### src/rtl/cmp_pkg.sv
`default_nettype none
// ============================================================================
//  Module   : cmp_pkg
//  Brief    : Shared types and configuration checks for the sequential
//             magnitude comparator.
//  Revision : 1.0 - initial release
// ============================================================================
package cmp_pkg;

    // Controller states; 2-bit encoding, DONE is a single-cycle state
    typedef enum logic [1:0] {
        IDLE = 2'd0,
        RUN  = 2'd1,
        DONE = 2'd2
    } state_t;

    // Legal configuration: slice fits inside the operand and divides it
    function automatic bit cfg_legal(input int width, input int slice);
        return (slice >= 1) && (slice <= width) && ((width % slice) == 0);
    endfunction

endpackage
`default_nettype wire

### src/rtl/cmp_slice.sv
`default_nettype none
// ============================================================================
//  Module   : cmp_slice
//  Brief    : Combinational eq/gt cascade stage. A slice can only flip the
//             result while everything above it has compared equal.
//  Revision : 1.0 - initial release
// ============================================================================
module cmp_slice #(
    parameter int SLICE = 2
) (
    input  logic [SLICE-1:0] sa,
    input  logic [SLICE-1:0] sb,
    input  logic             eq_in,
    input  logic             gt_in,
    output logic             eq_out,
    output logic             gt_out
);

    // Once a higher slice has decided, gt is frozen and eq stays low
    assign gt_out = gt_in | (eq_in & (sa > sb));
    assign eq_out = eq_in & (sa == sb);

endmodule
`default_nettype wire

### src/rtl/seq_mag_comparator.sv
`default_nettype none
// ============================================================================
//  Module   : seq_mag_comparator
//  Brief    : Multi-cycle MSB-first magnitude comparator, SLICE bits per
//             clock, signed/unsigned mode, start/done handshake and early
//             termination as soon as a slice differs.
//  Revision : 1.0 - initial release
// ============================================================================
module seq_mag_comparator
    import cmp_pkg::*;
#(
    parameter int WIDTH = 8,
    parameter int SLICE = 2
) (
    input  logic             clk,
    input  logic             rst_n,
    input  logic             start,
    input  logic             signed_mode,
    input  logic [WIDTH-1:0] a,
    input  logic [WIDTH-1:0] b,
    output logic             busy,
    output logic             done,
    output logic             eq,
    output logic             gt,
    output logic             lt
);

    localparam int NSLICE = WIDTH / SLICE;
    localparam int CW     = (NSLICE > 1) ? $clog2(NSLICE) : 1;

    // Flipping the sign bit of both operands turns two's-complement order
    // into plain unsigned order, so one datapath serves both modes.
    localparam logic [WIDTH-1:0] c_msb_mask = WIDTH'(1) << (WIDTH - 1);
    localparam logic [CW-1:0]    c_last_cnt = CW'(NSLICE - 1);

    generate
        if (!cfg_legal(WIDTH, SLICE)) begin : g_bad_cfg
            $error("seq_mag_comparator: WIDTH must be a multiple of SLICE and SLICE in 1..WIDTH");
        end
    endgenerate

    state_t           r_state;
    logic [WIDTH-1:0] r_a;
    logic [WIDTH-1:0] r_b;
    logic             r_eq_c;
    logic             r_gt_c;
    logic [CW-1:0]    r_cnt;
    logic             w_eq_nxt;
    logic             w_gt_nxt;
    logic             w_last;

    cmp_slice #(
        .SLICE (SLICE)
    ) u_slice (
        .sa     (r_a[WIDTH-1 -: SLICE]),
        .sb     (r_b[WIDTH-1 -: SLICE]),
        .eq_in  (r_eq_c),
        .gt_in  (r_gt_c),
        .eq_out (w_eq_nxt),
        .gt_out (w_gt_nxt)
    );

    // Terminate on the first differing slice or after the last slice
    assign w_last = (~w_eq_nxt) | (r_cnt == c_last_cnt);

    // Controller, operand shifters, cascade state and registered results
    always_ff @(posedge clk) begin
        if (!rst_n) begin
            r_state <= IDLE;
            busy    <= 1'b0;
            done    <= 1'b0;
            eq      <= 1'b0;
            gt      <= 1'b0;
            lt      <= 1'b0;
            r_a     <= '0;
            r_b     <= '0;
            r_eq_c  <= 1'b1;
            r_gt_c  <= 1'b0;
            r_cnt   <= '0;
        end else begin
            case (r_state)
                IDLE, DONE: begin
                    done <= 1'b0;
                    if (start) begin
                        r_a     <= a ^ (signed_mode ? c_msb_mask : '0);
                        r_b     <= b ^ (signed_mode ? c_msb_mask : '0);
                        r_eq_c  <= 1'b1;
                        r_gt_c  <= 1'b0;
                        r_cnt   <= '0;
                        r_state <= RUN;
                        busy    <= 1'b1;
                    end else begin
                        r_state <= IDLE;
                        busy    <= 1'b0;
                    end
                end
                RUN: begin
                    // start is deliberately ignored here: no restart, no reload
                    r_eq_c <= w_eq_nxt;
                    r_gt_c <= w_gt_nxt;
                    r_a    <= r_a << SLICE;
                    r_b    <= r_b << SLICE;
                    r_cnt  <= r_cnt + CW'(1);
                    if (w_last) begin
                        eq      <= w_eq_nxt;
                        gt      <= w_gt_nxt;
                        lt      <= ~w_eq_nxt & ~w_gt_nxt;
                        r_state <= DONE;
                        busy    <= 1'b0;
                        done    <= 1'b1;
                    end
                end
                default: begin
                    r_state <= IDLE;
                    busy    <= 1'b0;
                    done    <= 1'b0;
                end
            endcase
        end
    end

endmodule
`default_nettype wire

### config.mk
export PLATFORM = sky130hd
export DESIGN_NAME = seq_mag_comparator
export DESIGN_NICKNAME = d
export VERILOG_FILES = /design/src/rtl/cmp_pkg.sv /design/src/rtl/cmp_slice.sv /design/src/rtl/seq_mag_comparator.sv
export SDC_FILE = /design/constraint.sdc
export NUM_CORES = 1
export LEC_CHECK = 0
export ABC_CLOCK_PERIOD_IN_PS = 1800
export CAP_MARGIN = 20
export CORE_MARGIN = 2
export CORE_UTILIZATION = 30
export CTS_BUF_LIST = sky130_fd_sc_hd__clkbuf_2 sky130_fd_sc_hd__clkbuf_4 sky130_fd_sc_hd__clkbuf_8
export DETAILED_ROUTE_END_ITERATION = 10
export PLACE_DENSITY = 0.51
export SYNTH_ARGS = -nofsm -noshare
export SYNTH_HDL_FRONTEND = slang
export SYNTH_HIERARCHICAL = 1
export SYNTH_SLANG_ARGS = --single-unit
### constraint.sdc
create_clock -name clk -period 1.8 [get_ports clk]
set_input_delay 0.54 -clock clk [delete_from_list [all_inputs] [get_ports clk]]
set_output_delay 0.54 -clock clk [all_outputs]
set_load 0.05 [all_outputs]
==> flow_metrics.py <==
metrics = {
    "run": {
        "cap_violations": 0,
    },
    "worst_setup_path": {
        "critPathTopFamily": "compound AO/OA/AOI/OAI gates",
        "slowest_stage": "or3_1",
        "start_kind": "register",
        "critPathKind": "reg2reg",
        "path_max_fanout": 3,
        "crit_arrival_ns": 1.69,
        "end_kind": "register",
        "required_ns": 2.01,
        "worst-path-buf-inv": 1,
        "crit_path_max_incr_delay_ns": 0.37,
        "crit_path_cell_trace": "inv_1 > ha_1 > a21oi_2 > o21bai_2 > or3_1 > a21boi_1",
    },
    "sta": {
        "hold_violations": 0,
        "clock.fmax_mhz": 672,
        "rsz0062_at_grt": "no",
        "finalSetupViolations": 0,
        "finalCriticalPeriod_ns": 1.49,
        "relSlewSlack_pct": 66.9,
        "fin_skew_ns": 0.00491,
        "tightest_slew_ns": 0.496,
        "timing.final.crit_share_pct": 82.7,
        "tns_ns": 0,
        "slew_viol_final": 0,
    },
    "detailed_routing": {
        "dr_total_vias": 1009,
        "first_pass_iters": 4,
        "totalWireLength_um": 2570,
        "drtIter0Drc": 63,
        "post_drt_via_cell_ratio": 4.97,
        "routedWlPerCell_um": 12.7,
        "antenna_left": 0,
        "route.detailed.drc": 0,
    },
    "placed_design": {
        "gp_congestion": 0.700,
        "dpl_cell_area_um2": 1480,
        "place.detailed.hpwl_um": 1810,
        "io_buffers": 24,
    },
    "synthesis": {
        "yosysTopAreaCell": "dfxtp_1",
        "postSynthAreaPerCell_um2": 9.21,
        "yosysTopAreaCellShare_pct": 45.1,
        "ys_seq_elements": 27,
        "synth_area_um2": 1200,
        "syn_nets": 153,
        "synthCells": 130,
        "ys_top_cells_by_area": "dfxtp_1, a21boi_1, nand3_1",
        "ys_types": 30,
        "synth_warnings": 6,
        "seq_area_frac_synth_pct": 45.1,
    },
    "global_route": {
        "grt_usage_pct": 12.3,
        "grt_start_max_net_pins": 26,
        "grt_pass1_wl_um": 4260,
        "grt_pass1_vias": 920,
        "overflow": 0,
        "antenna_found_initial": 0,
    },
    "clock_tree": {
        "clock_path_buffers": 2,
        "cts_sinks": 27,
        "cts_buffers": 3,
        "root_buffer": "clkbuf_8",
        "clk_latency_ns": 0.27,
        "cts_hold_buffers": 0,
        "cts_tree": "yes",
        "postCtsSetupBuffers": 0,
        "cts_htree_levels": 1,
        "cts_resized": 0,
        "path_clk_slew_ns": 0.09,
    },
    "power": {
        "power.share.clock_pct": 26.4,
        "peakVddDrop_v": 0.000263,
        "seq_power_share_pct": 50.6,
        "power_density_nw_per_um2": 860,
        "swShare_pct": 29.0,
        "power_switching_uw": 381,
        "p_int_uw": 933,
        "combPwrFrac_pct": 23.0,
        "leakagePower_uw": 0.000602,
    },
    "floorplan": {
        "dieWidth_um": 67.2,
        "core_area_um2": 3740,
        "row_count": 22,
        "die_area_um2": 4510,
        "num_io_pins": 25,
        "die_h_um": 67.2,
        "initial_utilization_pct": 32.0,
    },
    "finish": {
        "post-route-util_pct": 40.8,
        "nets": 179,
        "area_delta_synth_final_pct": 27.6,
        "antenna_cells": 0,
        "design_area_um2": 1530,
        "drive_above_1_share_pct": 12.9,
        "fillCellCount": 395,
    },
    "hold_path": {
        "holdCritPathClass": "reg2reg",
    },
    "status": {
        "outcome": "completed",
    },
}
-- cells in the final DEF, fill, tap and decap left out, types with 3 or more instances in the layout --
| cell | instances |
|---|---|
| dfxtp_1 | 27 |
| buf_4 | 12 |
| a21boi_1 | 21 |
| inv_1 | 3 |
| clkbuf_8 | 3 |
| nand3_1 | 20 |
| a22oi_1 | 12 |
| ha_1 | 3 |
| o21ai_0 | 3 |
| clkdlybuf4s50_1 | 19 |
| nand2_1 | 8 |
-- flip-flops by register name, summed over array words and instances (netlist names) --
signal,count
r_a,8
r_b,8
r_cnt,2
r_state,2
busy,1
done,1
eq,1
gt,1
lt,1
r_eq_c,1
r_gt_c,1
-- cell usage after synthesis --
cell type,instances
and3_2,1
buf_2,6
xor2_1,2
nor2b_1,2
o21a_1,1
o21ai_1,1
dfxtp_1,27
and2b_1,1
o21ai_0,3
o211a_1,1
nand2b_2,1
and3_1,2
a21boi_1,21
nor3b_1,1
nand2b_1,2
ha_1,3
a21oi_1,1
a21oi_2,1
clkbuf_1,2
nand2_1,8
buf_6,1
nor2_1,2
o21bai_2,1
inv_1,3
a22oi_1,12
and2_1,1
nand3_1,20
nor3_1,1
or3_1,1
buf_4,1
-- stage by stage --
step	hold slack, ns	setup WS (ns)	cells	total power, uW
after floorplan	0.441	0.416	130	877
after global placement	0.448	0.127	199	976
after detailed placement	0.458	0.106	199	983
after CTS	0.471	0.289	203	1330
after global routing	0.491	0.158	203	1390
final	0.468	0.312	203	1310
-- area by class of cell --
class | count | area (um2) | share of cell area (%)
Tap cell | 48 | 60.1 | 3.93
Clock inverter | 1 | 5.00 | 0.328
Inverter | 3 | 11.3 | 0.737
Timing Repair Buffer | 31 | 280 | 18.3
Multi-Input combinational cell | 90 | 589 | 38.6
Clock buffer | 3 | 41.3 | 2.70
Sequential cell | 27 | 541 | 35.4
-- routing by layer --
layer,vias to the layer above,global-route usage (%),share of wire (%)
li1,514,-,-
met1,473,17.0,51
met2,17,19.1,44
met3,5,2.50,3.4
met4,0,4.59,1.6
met5,-,0,0
-- cell families (layout without fill, tap and decap cells) --
kind of cell / Yosys count / after routing / synth area share [%]
simple gates: 43 / 43 / 18.7
xor+xnor: 2 / 2 / 1.46
buf+inv: 13 / 38 / 5.64
flops: 27 / 27 / 45.1
fa+ha+maj: 3 / 3 / 3.14
compound gates: 42 / 42 / 25.9
-- worst paths after layout --
check / from / to / slack, ns / depth (start not counted)
setup / recovery: r_b[7] / lt / 0.31 / 6
setup reg to reg: r_b[7] / lt / 0.31 / 6
hold / removal: r_b[7] / r_b[7] / 0.47 / 2
hold reg to reg: r_b[7] / r_b[7] / 0.47 / 2
-- worst min-delay path: cells and delay by family, from the launching register on --
family	cells	cell delay, ns
AOI/OAI and AO/OA	1	0.05
DFF	1	0.32
and+or+nand+nor	1	0.06
-- power by group through the flow --
stage,Sequential [uW],Clock (uW),Combinational (uW)
after floorplan,698,0,179
after global placement,677,0,299
after detailed placement,679,0,304
after CTS,665,358,305
after global routing,669,389,336
final,665,346,302
Note: power is estimated with default switching activity, not from simulation.
